$ cat src/rtl/outbox_fifo_pkg.sv
// outbox_fifo_pkg: shared peripheral addresses and outbox status/control bit positions
package outbox_fifo_pkg;
  localparam logic [7:0] PRNG_SEED_ADDR   = 8'h17;
  localparam logic [7:0] OUTBOX_DATA_ADDR = 8'h18;
  localparam logic [7:0] OUTBOX_STAT_ADDR = 8'h19;
  localparam int STAT_OVF     = 7;
  localparam int STAT_FULL    = 6;
  localparam int STAT_EMPTY   = 5;
  localparam int CTRL_FLUSH   = 0;
  localparam int CTRL_CLR_OVF = 1;
  function automatic logic [7:0] stat_byte(input logic ovf, input logic full, input logic empty,
                                           input logic [3:0] cnt);
    logic [7:0] s;
    s = {4'h0, cnt};
    s[STAT_OVF]   = ovf;
    s[STAT_FULL]  = full;
    s[STAT_EMPTY] = empty;
    return s;
  endfunction
endpackage

$ cat src/rtl/outbox_fifo_mem.sv
// outbox_fifo_mem: DEPTH x 8 register array, synchronous write, asynchronous read
module outbox_fifo_mem #(
  parameter int DEPTH = 8,
  parameter int AW    = $clog2(DEPTH)
) (
  input  logic          clk,
  input  logic          i_we,
  input  logic [AW-1:0] i_waddr,
  input  logic [7:0]    i_wdata,
  input  logic [AW-1:0] i_raddr,
  output logic [7:0]    o_rdata
);
  logic [7:0] r_mem [DEPTH];
  always_ff @(posedge clk)
    if (i_we) r_mem[i_waddr] <= i_wdata;
  assign o_rdata = r_mem[i_raddr];
endmodule

$ cat src/rtl/outbox_fifo.sv
// outbox_fifo: memory-mapped 8-bit outbox FIFO drained over valid/ready.
// Define OUTBOX_OVF_EN to enable the sticky overflow flag (status bit 7).
module outbox_fifo
  import outbox_fifo_pkg::*;
#(
  parameter int         DEPTH     = 8,
  parameter logic [7:0] DATA_ADDR = OUTBOX_DATA_ADDR,
  parameter logic [7:0] STAT_ADDR = OUTBOX_STAT_ADDR
) (
  input  logic       clk,
  input  logic       rst,
  input  logic [7:0] addr,
  input  logic       write_en,
  input  logic [7:0] din,
  output logic [7:0] dout,
  output logic       out_valid,
  output logic [7:0] out_data,
  input  logic       out_ready
);
  localparam int AW = $clog2(DEPTH);
  localparam logic [AW:0] L_FULL = (AW+1)'(DEPTH);
  localparam logic [AW:0] L_ONE  = (AW+1)'(1);
  logic [AW-1:0] r_wp, r_rp;
  logic [AW:0]   r_count;
  logic [7:0]    r_dout;
  logic          w_full, w_empty, w_pop, w_push, w_data_wr, w_stat_wr, w_flush, w_ovf;
  logic [7:0]    w_stat, w_rd;
  assign w_full    = r_count == L_FULL;
  assign w_empty   = r_count == '0;
  assign w_pop     = ~w_empty & out_ready;
  assign w_data_wr = write_en & (addr == DATA_ADDR);
  assign w_stat_wr = write_en & (addr == STAT_ADDR);
  // a pop in the same cycle frees the slot, so a full FIFO still accepts the write
  assign w_push    = w_data_wr & (~w_full | w_pop);
  assign w_flush   = w_stat_wr & din[CTRL_FLUSH];
  always_ff @(posedge clk or negedge rst)
    if (!rst) begin
      r_wp    <= '0;
      r_rp    <= '0;
      r_count <= '0;
    end else if (w_flush) begin
      r_wp    <= '0;
      r_rp    <= '0;
      r_count <= '0;
    end else begin
      if (w_push) r_wp <= r_wp + AW'(1);
      if (w_pop) r_rp <= r_rp + AW'(1);
      if (w_push != w_pop) r_count <= w_push ? r_count + L_ONE : r_count - L_ONE;
    end
`ifdef OUTBOX_OVF_EN
  logic r_ovf;
  always_ff @(posedge clk or negedge rst)
    if (!rst) r_ovf <= 1'b0;
    else r_ovf <= (w_data_wr & ~w_push) | (r_ovf & ~(w_stat_wr & din[CTRL_CLR_OVF]));
  assign w_ovf = r_ovf;
`else
  assign w_ovf = 1'b0;
`endif
  assign w_stat = stat_byte(w_ovf, w_full, w_empty, 4'(r_count));
  assign w_rd   = (addr == DATA_ADDR) ? (w_empty ? 8'h00 : out_data) :
                  (addr == STAT_ADDR) ? w_stat : 8'h00;
  always_ff @(posedge clk or negedge rst)
    if (!rst) r_dout <= 8'h00;
    else r_dout <= w_rd;
  assign dout      = r_dout;
  assign out_valid = ~w_empty;
  outbox_fifo_mem #(.DEPTH(DEPTH), .AW(AW)) u_mem (
    .clk     (clk),
    .i_we    (w_push),
    .i_waddr (r_wp),
    .i_wdata (din),
    .i_raddr (r_rp),
    .o_rdata (out_data)
  );
endmodule

$ cat config.mk
export PLATFORM = sky130hd
export DESIGN_NAME = outbox_fifo
export DESIGN_NICKNAME = d
export VERILOG_FILES = /design/src/rtl/outbox_fifo_pkg.sv /design/src/rtl/outbox_fifo_mem.sv /design/src/rtl/outbox_fifo.sv
export SDC_FILE = /design/constraint.sdc
export NUM_CORES = 1
export LEC_CHECK = 0
export CORE_MARGIN = 2
export CORE_UTILIZATION = 31
export CTS_BUF_LIST = sky130_fd_sc_hd__clkbuf_8
export CTS_CLUSTER_DIAMETER = 100
export DETAILED_ROUTE_END_ITERATION = 7
export DONT_BUFFER_PORTS = 1
export HOLD_SLACK_MARGIN = 0.05
export SLEW_MARGIN = 20
export SYNTH_ARGS = -nofsm -noshare
export SYNTH_HDL_FRONTEND = slang
export SYNTH_SLANG_ARGS = --single-unit
$ cat constraint.sdc
create_clock -name clk -period 3.2 [get_ports clk]
set_input_delay 0.64 -clock clk [delete_from_list [all_inputs] [get_ports clk]]
set_output_delay 0.64 -clock clk [all_outputs]
set_load 0.01 [all_outputs]
After elaboration in Yosys (flattened, before gate mapping)
Memory sizes are Yosys's and may differ from the RTL's.
Index checks and enable logic that the tools add are counted.
- register bits after elaboration: 18
- memory bits (writable): 64
- input port bits: 20
- output and inout bits: 17
- word-level logic and storage cells: 37
- memories: 1
- add/sub/neg operators: 4
- eq/ne operators: 4
- mux-type cells: 12
- bitwise gates (word level): 8
- reduce and logical (&&, ||, !) cells: 4
- memories (memory ; words ; bits a word ; read ports ; clocked after memory_dff ; write ports ; RTL line ; source):
    u_mem.r_mem ; 8 ; 8 ; 1 ; 0 ; 1 ; outbox_fifo_mem.sv:13 ; logic [7:0] r_mem [DEPTH];
- operators with widths (kind ; count):
    $eq A8 B5 Y1 const B ; 2
    $mux W8 ; 2
    $mux W3 ; 4
    $mux W4 ; 3
    $mux W7 ; 1
    $add A3 B1 Y3 const B ; 2
    $reduce_bool A2 Y1 ; 3
    $and A1 B1 Y1 ; 5
    $add A4 B1 Y4 const B ; 1
    $eq A4 B4 Y1 const B ; 1
    $logic_not A4 Y1 ; 1
    $sub A4 B1 Y4 const B ; 1
    $mux W1 ; 2
    $not A1 Y1 ; 2
    $ne A1 B1 Y1 ; 1
    $or A1 B1 Y1 ; 1

Logic depth before layout (Yosys ltp)
Gate-level depths: netlist (run 1).
- depth in word-level cells: 8
- gate-level depth with buffers: 8
- gate-level depth less buffers: 8

Hierarchy
From an unflattened synthesis (run 1), not the netlist that was laid out.
- cells, all modules: 213
- area, all modules: 3601.0 um^2
- modules (own cells, without submodules) (module ; instances ; cells an instance ; area an instance (um^2) ; seq. area each (um^2)):
    outbox_fifo_mem ; 1 ; 106 ; 2531.2 ; 1921.8
    outbox_fifo ; 1 ; 107 ; 1069.8 ; 450.4

Least setup slack after synthesis (run 1)
No wires, ideal clock.
- path type: in2reg
- start point: input port addr[5]
- end point: memory u_mem.r_mem[0][0], enable pin
- library setup time: 0.383 ns
- data arrival time: 2.233 ns
- data required time: 2.817 ns
- setup slack: 0.583 ns
- stages: 5
- buffers on the path: 0
- cell sequence: nor4b_2 -> o2111ai_4 -> inv_1 -> nand2b_1 -> nor3_1
- cells in the longest elaborated chain, start to end: 5
- ends and longest elaborated chain (element ; RTL line ; source):
    start: declaration ; outbox_fifo.sv:12 ; input logic [7:0] addr,
    $eq A8 B5 Y1 ; outbox_fifo.sv:31 ; assign w_data_wr = write_en & (addr == DATA_ADDR);
    $and A1 B1 Y1 ; outbox_fifo.sv:31 ;
    $and A1 B1 Y1 ; outbox_fifo.sv:34 ; assign w_push = w_data_wr & (~w_full | w_pop);
    $mux W1 ; outbox_fifo_mem.sv:15 ; if (i_we) r_mem[i_waddr] <= i_wdata;
    $mux W1 (implied by the code) ; outbox_fifo_mem.sv:15 ;
    end: declaration ; outbox_fifo_mem.sv:13 ;
Every way passes these cells.

Final worst setup path (run 1)
- start point: register r_rp[0]
- end point: output port out_data[6]
- cells in the longest elaborated chain, start to end: 1
- ends and longest elaborated chain (element ; RTL line ; source):
    start: declaration ; outbox_fifo.sv:23 ; logic [AW-1:0] r_wp, r_rp;
    start signal: assignment ; outbox_fifo.sv:47 ; if (w_pop) r_rp <= r_rp + AW'(1);
    $mem_v2 Z8 W8 ; -- ;
    end: declaration ; outbox_fifo.sv:17 ; output logic [7:0] out_data,
Every way passes these cells.

==> impl_metrics.csv, run 1 <==
group,metric,value,unit
timing,drv_slew,0,
placement,dp_hpwl,4335,microns
timing,setup_viol_count_final,0,
setup_path,slowest_stage,"mux4_2",
routing,drt_pass1_iterations,4,
yosys,synth.yosys.warnings,0,
global_routing,use_met3,4.005,%
layout,drive_gt1_share,30.14,%
timing,period_minus_slack,2.578,ns
setup_path,end_kind,"primary output",
flow_run,maxCapViolations,0,
floorplan,fp.dieH,108.9,microns
placement,portBuffers,0,
yosys,synth_top_area_share,56.30,%
placement,gp_congestion,0.7305,
power,switching_share,30.41,%
yosys,syn_inst,186,
timing,relSlewSlack,43.58,%
clock_tree,cts_tree,"done",
yosys,seq_area_frac_synth,69.50,%
clock_tree,cts_buffer_depth,2,
power,pwr-share-clk,26.3,%
clock_tree,clk_latency,0.34,ns
global_routing,grt_use_met1,15.95,%
setup_path,crit_path_cell_trace,"buf_4, mux4_2, mux2_2",
clock_tree,postCtsSetupBuffers,0,
yosys,synth_top_family_by_area,"multiplexers",
layout,layout_common_cells,"64 x edfxtp_1, 18 x dfrtp_1, 16 x mux4_2",
routing,vias_per_cell,4.905,
setup_path,crit_path_start_kind,"flop",
global_routing,antenna_found_initial,0,
floorplan,rows,38,
timing,fmax,0.3879,GHz
timing,tns,0,ns
clock_tree,cts_repair_resize_count,0,
global_routing,grt_usage,12.26,%
clock_tree,clock-sinks,82,
yosys,synth_adder_area_share,2.053,%
setup_path,required,2.56,ns
power,power,0.002776,W
power,p_leak,1.343,nW
routing,routedWlPerCell,18.74,microns
yosys,yosysTopAreaCell,"edfxtp_1",
power,p_int,0.001932,W
routing,initialDrtViolationCount,54,
yosys,synth.area.mux_share,14.08,%
global_routing,grt.met2_usage,19.12,%
global_routing,grt_pass1_vias,1801,
yosys,yosys.area_share.xor_xnor,2.089,%
global_routing,busiest_layer,"met2",
timing,worst_pin_slew,0.8435,ns
floorplan,core_region_area,10790,sq um
power,netSwitchingPower,0.0008442,W
run_status,outcome,"finished, final reports clean",
power,p_per_area,720.1,nW/um^2
global_routing,grt_overflow,0,
layout,finalInstanceArea,3855,sq um
global_routing,grt_start_max_net_pins,19,
routing,ant_nets,0,
layout,final_common_cell,"edfxtp_1",
setup_path,worstSetupPathType,"reg -> out",
floorplan,start_util,31.63,%
floorplan,fp.dieW,108.9,microns
placement,placed_area,3650,sq um
layout,area_delta_synth_final,12.94,%
yosys,synth-simple-area-share,7.038,%
global_routing,grt_pass1_wl,10340,microns
clock_tree,cts-buffers-inserted,9,
yosys,avgSynthCellArea,18.35,sq um
timing,skew,0.008632,ns
setup_path,crit_path_max_incr_delay,0.57,ns
routing,drcViolationCount,0,
setup_path,worst_r2r_path_depth,8,
layout,final_nets,229,
yosys,yosys-top-cells-area,"edfxtp_1 56%, dfrtp_1 13%, mux4_2 11%",
clock_tree,cts_max_level,3,
setup_path,worstPathArrival,1.94,ns
floorplan,num_io_pins,37,
yosys,synthesis.nets,211,
timing,fin_crit_sh,80.56,%
yosys,netlist_area,3413,sq um
timing,hold_viol_final,0,
power,combPwrFrac,27.9,%
floorplan,dieArea,11870,sq um
routing,finalWirelength,6541,microns
clock_tree,clk_pin_slew,0.08,ns
setup_path,critPathMaxFanout,18,
worst_hold_path,hold_path.class,"in -> reg",
yosys,synthDistinctLibCells,39,
clock_tree,hold_buffers,1,
yosys,synth-compound-area-share,3.409,%
yosys,ys_ff_latch,82,
routing,vias,1712,
layout,diodes,0,
power,ir_drop,0.0002682,V
timing,rsz0062_at_grt,"false",
worst_hold_path,hold_path_depth,0,
clock_tree,cts_root_buf,"clkbuf_8",
power,seqPwrFrac,45.9,%
==> kinds of logic after synthesis <==
| kind of cell | after synthesis |
|---|---|
| xor+xnor | 6 |
| compound gates | 12 |
| buf+inv | 13 |
| simple gates | 41 |
| mux | 27 |
| flops | 82 |
| fa+ha+maj | 5 |
==> metrics by stage <==
stage | util (%) | std cells | hold slack (ns) | worst slack [ns]
CTS | 35.72 | 349 | 0.3629 | 0.5757
global route | 35.72 | 349 | 0.3508 | 0.4886
detailed placement | 33.82 | 332 | 0.3448 | 0.4339
finish | 35.72 | 349 | 0.3820 | 0.6220
floorplan | - | 186 | 0.3444 | 0.5832
global placement | 33.82 | 332 | 0.3448 | 0.5642
==> critical path, delay by kind of cell, from the launching register on <==
family,cells,cell delay [ns]
multiplexers,2,0.92
flip-flops,1,0.33
buffers and inverters,1,0.34
==> path summary, 6_finish.rpt <==
path / slack [ns] / startpoint / end
max in group asynchronous: 1.84 / rst / r_rp[1]$_DFFE_PN0P_
min: 0.38 / din[6] / u_mem.r_mem[3][6]$_DFFE_PP_
min in group asynchronous: 0.84 / rst / dout[5]$_DFF_PN0_
min reg2reg: 0.58 / r_wp[0]$_DFFE_PN0P_ / r_wp[0]$_DFFE_PN0P_
max: 0.62 / r_rp[0]$_DFFE_PN0P_ / out_data[6]
max reg2reg: 0.63 / r_count[0]$_DFFE_PN0P_ / r_count[3]$_DFFE_PN0P_
==> synthesized netlist by cell type <==
| library cell | n |
|---|---|
| and3_4 | 1 |
| inv_1 | 5 |
| mux4_2 | 16 |
| mux2_2 | 8 |
| nor3_1 | 4 |
| xnor2_1 | 4 |
| or4_4 | 1 |
| a21o_2 | 1 |
| and2_4 | 1 |
| xor2_1 | 1 |
| mux2i_1 | 3 |
| nand2b_1 | 4 |
| fa_1 | 1 |
| o2bb2ai_1 | 2 |
| nor3b_2 | 1 |
| o2111ai_4 | 1 |
| buf_2 | 2 |
| nor2b_1 | 2 |
| a22o_2 | 1 |
| a21oi_1 | 2 |
| buf_1 | 1 |
| dfrtp_1 | 18 |
| xnor2_4 | 1 |
| a22o_1 | 3 |
| or3_1 | 1 |
| buf_4 | 1 |
| nor3b_1 | 1 |
| a211oi_2 | 1 |
| edfxtp_1 | 64 |
| buf_6 | 1 |
| nor2_1 | 14 |
| clkbuf_1 | 3 |
| o21ai_0 | 1 |
| ha_1 | 4 |
| and3_1 | 2 |
| and2_1 | 1 |
| nor4b_2 | 2 |
| nand3_1 | 1 |
| nand2_1 | 5 |
==> power groups by stage <==
stage | clock network [W] | logic [W] | registers (W)
global route | 0.000795 | 0.000850 | 0.00129
finish | 0.000729 | 0.000773 | 0.00127
global placement | 0 | 0.000770 | 0.00130
detailed placement | 0 | 0.000782 | 0.00130
floorplan | 0 | 0.000640 | 0.00126
CTS | 0.000749 | 0.000794 | 0.00128
==> layer usage <==
metal	up-vias	wire length [microns]
met5	-	0
met4	0	57
met3	6	331
met2	49	3139
met1	903	3013
li1	754	-
==> sequential cells by signal, indices dropped and copies added (netlist names) <==
| signal | flops |
|---|---|
| u_mem.r_mem | 64 |
| r_count | 4 |
| dout | 8 |
| r_rp | 3 |
| r_wp | 3 |
==> area by class of cell <==
type,count,area (sq um)
fill,993,6938
sequential,82,2372
multi-input combinational,91,978.4
tap,140,175.2
clock buffer,9,123.9
timing repair buffer,15,115.1
clock inverter,7,71.32
inverter,5,18.77
Note: power is estimated with default switching activity, not from simulation.
==> run 2, diff against run 1 <==
==> constraint.sdc (replaced) <==
create_clock -name clk -period 2.05 [get_ports clk]
set_input_delay 0.41 -clock clk [delete_from_list [all_inputs] [get_ports clk]]
set_output_delay 0.41 -clock clk [all_outputs]
set_load 0.01 [all_outputs]
==> run 2 against run 1 <==
Compared with the run above:
- the flow now finishes with violations (setup timing)
- wire length up 1.8%
- sequential power increased by 57%
- final area up 6.9%
- global-route usage is 0.29 points higher
- largest power group unchanged
- register-to-register slack got worse by 0.66 ns
- core utilization grew 2.5 points
- non-clock buffer count up 15
- die area is the same
- via count rose by 1.3%
==> impl_metrics.csv, run 2 (same netlist as run 1, synthesis figures left out) <==
group,metric,value,unit
routing,vias,1735,
floorplan,rows,38,
timing,relSlewSlack,41.27,%
layout,largest_reg_flops,64,
clock_tree,cts-buffers-inserted,9,
layout,final_nets,244,
timing,hold_viol_final,0,
routing,vias_per_cell,4.766,
floorplan,start_util,31.63,%
placement,dp_cells,345,
layout,area_delta_synth_final,20.78,%
clock_tree,clock-sinks,82,
timing,rsz0062_at_grt,"true",
clock_tree,clk_latency,0.35,ns
worst_hold_path,hold_path.class,"in -> reg",
global_routing,grt_pass1_vias,1810,
layout,instances_no_fill,364,
layout,drive_gt1_share,41.96,%
power,switching_share,30.46,%
run_status,violations,"setup timing",
floorplan,dieArea,11870,sq um
timing,fmax,0.4537,GHz
clock_tree,cts_root_buf,"clkbuf_8",
setup_path,cp.depth,3,
routing,drt_pass1_iterations,4,
routing,initialDrtViolationCount,76,
clock_tree,cts_max_level,3,
power,seqPwrFrac,43.8,%
worst_hold_path,hold_path_depth,0,
flow_run,maxCapViolations,0,
global_routing,grt_pass1_wl,10590,microns
setup_path,worstSetupPathType,"reg -> out",
clock_tree,cts_tree,"done",
placement,gp_congestion,0.7483,
routing,drcViolationCount,0,
routing,finalWirelength,6662,microns
floorplan,num_io_pins,37,
global_routing,antenna_found_initial,0,
power,p_leak,1.454,nW
setup_path,critical_path_buf_inv_count,1,
timing,worst_pin_slew,0.8780,ns
power,p_per_area,1104,nW/um^2
timing,drv_slew,0,
layout,diodes,0,
setup_path,crit_path_start_kind,"flop",
floorplan,core_region_area,10790,sq um
setup_path,slowest_stage,"mux4_2",
global_routing,grt_usage,12.55,%
routing,ant_nets,0,
power,pwr-share-clk,22.7,%
layout,regMostFlops,"u_mem.r_mem",
timing,setup_slack,-0.1542,ns
clock_tree,cts_buffer_depth,2,
global_routing,grt_overflow,0,
setup_path,crit_path_cell_trace,"buf_12, mux4_2, mux2_4",
power,ir_drop,0.0004181,V
run_status,outcome,"complete, but fails checks",
setup_path,crit_path_max_incr_delay,0.52,ns
setup_path,critPathMaxFanout,9,
layout,layout_common_cells,"64 x edfxtp_1, 23 x buf_4, 17 x dfrtp_1",
placement,dp_hpwl,4567,microns
setup_path,worstPathArrival,1.79,ns
global_routing,grt_start_max_net_pins,19,
timing,tns,-1.079,ns
clock_tree,clk_pin_slew,0.08,ns
setup_path,critPathTopFamily,"multiplexers",
setup_path,required,1.64,ns
placement,dp_slack,-0.06693,ns
setup_path,end_kind,"primary output",
power,power,0.004550,W
power,p_int,0.003164,W
layout,fillCellCount,965,
routing,routedWlPerCell,18.30,microns
placement,portBuffers,0,
floorplan,fp.dieW,108.9,microns
power,combPwrFrac,33.5,%
timing,skew,0.01066,ns
timing,period_minus_slack,2.204,ns
power,netSwitchingPower,0.001386,W
floorplan,fp.dieH,108.9,microns
setup_path,worst_r2r_path_depth,8,
timing,setup_viol_count_final,9,
timing,fin_crit_sh,107.5,%
layout,final_common_cell,"edfxtp_1",
## run 2: changes by cell type in the layout (fill, tap and decap cells not counted), moves of 3 or more
cell        delta
nor2_2         +6
buf_4          +9
buf_12         +4
clkinvlp_4     +3
mux2_2         -8
nor2_1         -6
mux2_4         +8
clkinv_4       -3
## run 2: final timing paths
path | startpoint | endpoint | slack (ns)
max in group asynchronous | rst | r_rp[0]$_DFFE_PN0P_ | 0.84
worst min register to register | r_wp[0]$_DFFE_PN0P_ | r_wp[0]$_DFFE_PN0P_ | 0.57
worst max register to register | r_count[2]$_DFFE_PN0P_ | r_count[3]$_DFFE_PN0P_ | -0.03
worst max-delay path | r_rp[0]$_DFFE_PN0P_ | out_data[2] | -0.15
worst min-delay path | din[4] | u_mem.r_mem[6][4]$_DFFE_PP_ | 0.15
min in group asynchronous | rst | r_count[2]$_DFFE_PN0P_ | 0.62
## run 2: layout make-up
type                       instances  area, sq um  share of cell area, %
clock buffer                       9        123.9                  3.005
clock inverter                     7        51.30                  1.244
inverter                           5        18.77                 0.4552
multi-input combinational         91         1081                  26.22
sequential                        82         2374                  57.57
tap                              140        175.2                  4.249
timing repair buffer              30        299.0                  7.253
## run 2: power by group through the flow
| stage | Sequential [W] | Clock [W] | Combinational (W) |
|---|---|---|---|
| after global placement | 0.00201 | 0 | 0.00139 |
| after CTS | 0.00200 | 0.00107 | 0.00154 |
| after global routing | 0.00200 | 0.00113 | 0.00166 |
| after floorplan | 0.00196 | 0 | 0.00102 |
| after detailed placement | 0.00201 | 0 | 0.00139 |
| final | 0.00199 | 0.00103 | 0.00152 |
## run 2: worst register-to-register path, stage by stage (launching register included)
cell,delay (ns)
dfrtp_1,0.38
or3_4,0.40
o2111ai_4,0.23
buf_6,0.15
ha_1,0.24
a21oi_2,0.16
and3_4,0.19
o21ai_1,0.05
nor3b_2,0.15
## run 2: per-layer routing
metal  wire [microns]  vias up  track usage [%]
met5                0        -                0
met4               63        0            3.022
met3              437        6            5.081
met2             3224       44            19.74
met1             2937      898            16.26
li1                 -      787                -
## run 2: what timing repair did
action,4_1_cts,5_1_grt
gates cloned,1,0
setup buffers,0,1
hold buffers,1,0
resized for setup,10,6
pin swaps,1,0
endpoints found under the setup margin,9,32
endpoints found under the hold margin,18,0
## run 2: per-stage QoR
| stage | util (%) | hold slack [ns] | area, sq um |
|---|---|---|---|
| 3_3_place_gp | 35.69 | 0.1148 | 3852 |
| 3_5_place_dp | 35.69 | 0.1148 | 3852 |
| 4_1_cts | 37.96 | 0.1288 | 4096 |
| 6_report | 38.20 | 0.1499 | 4123 |
| 2_1_floorplan | - | 0.1144 | 3468 |
| 5_1_grt | 38.20 | 0.1162 | 4123 |
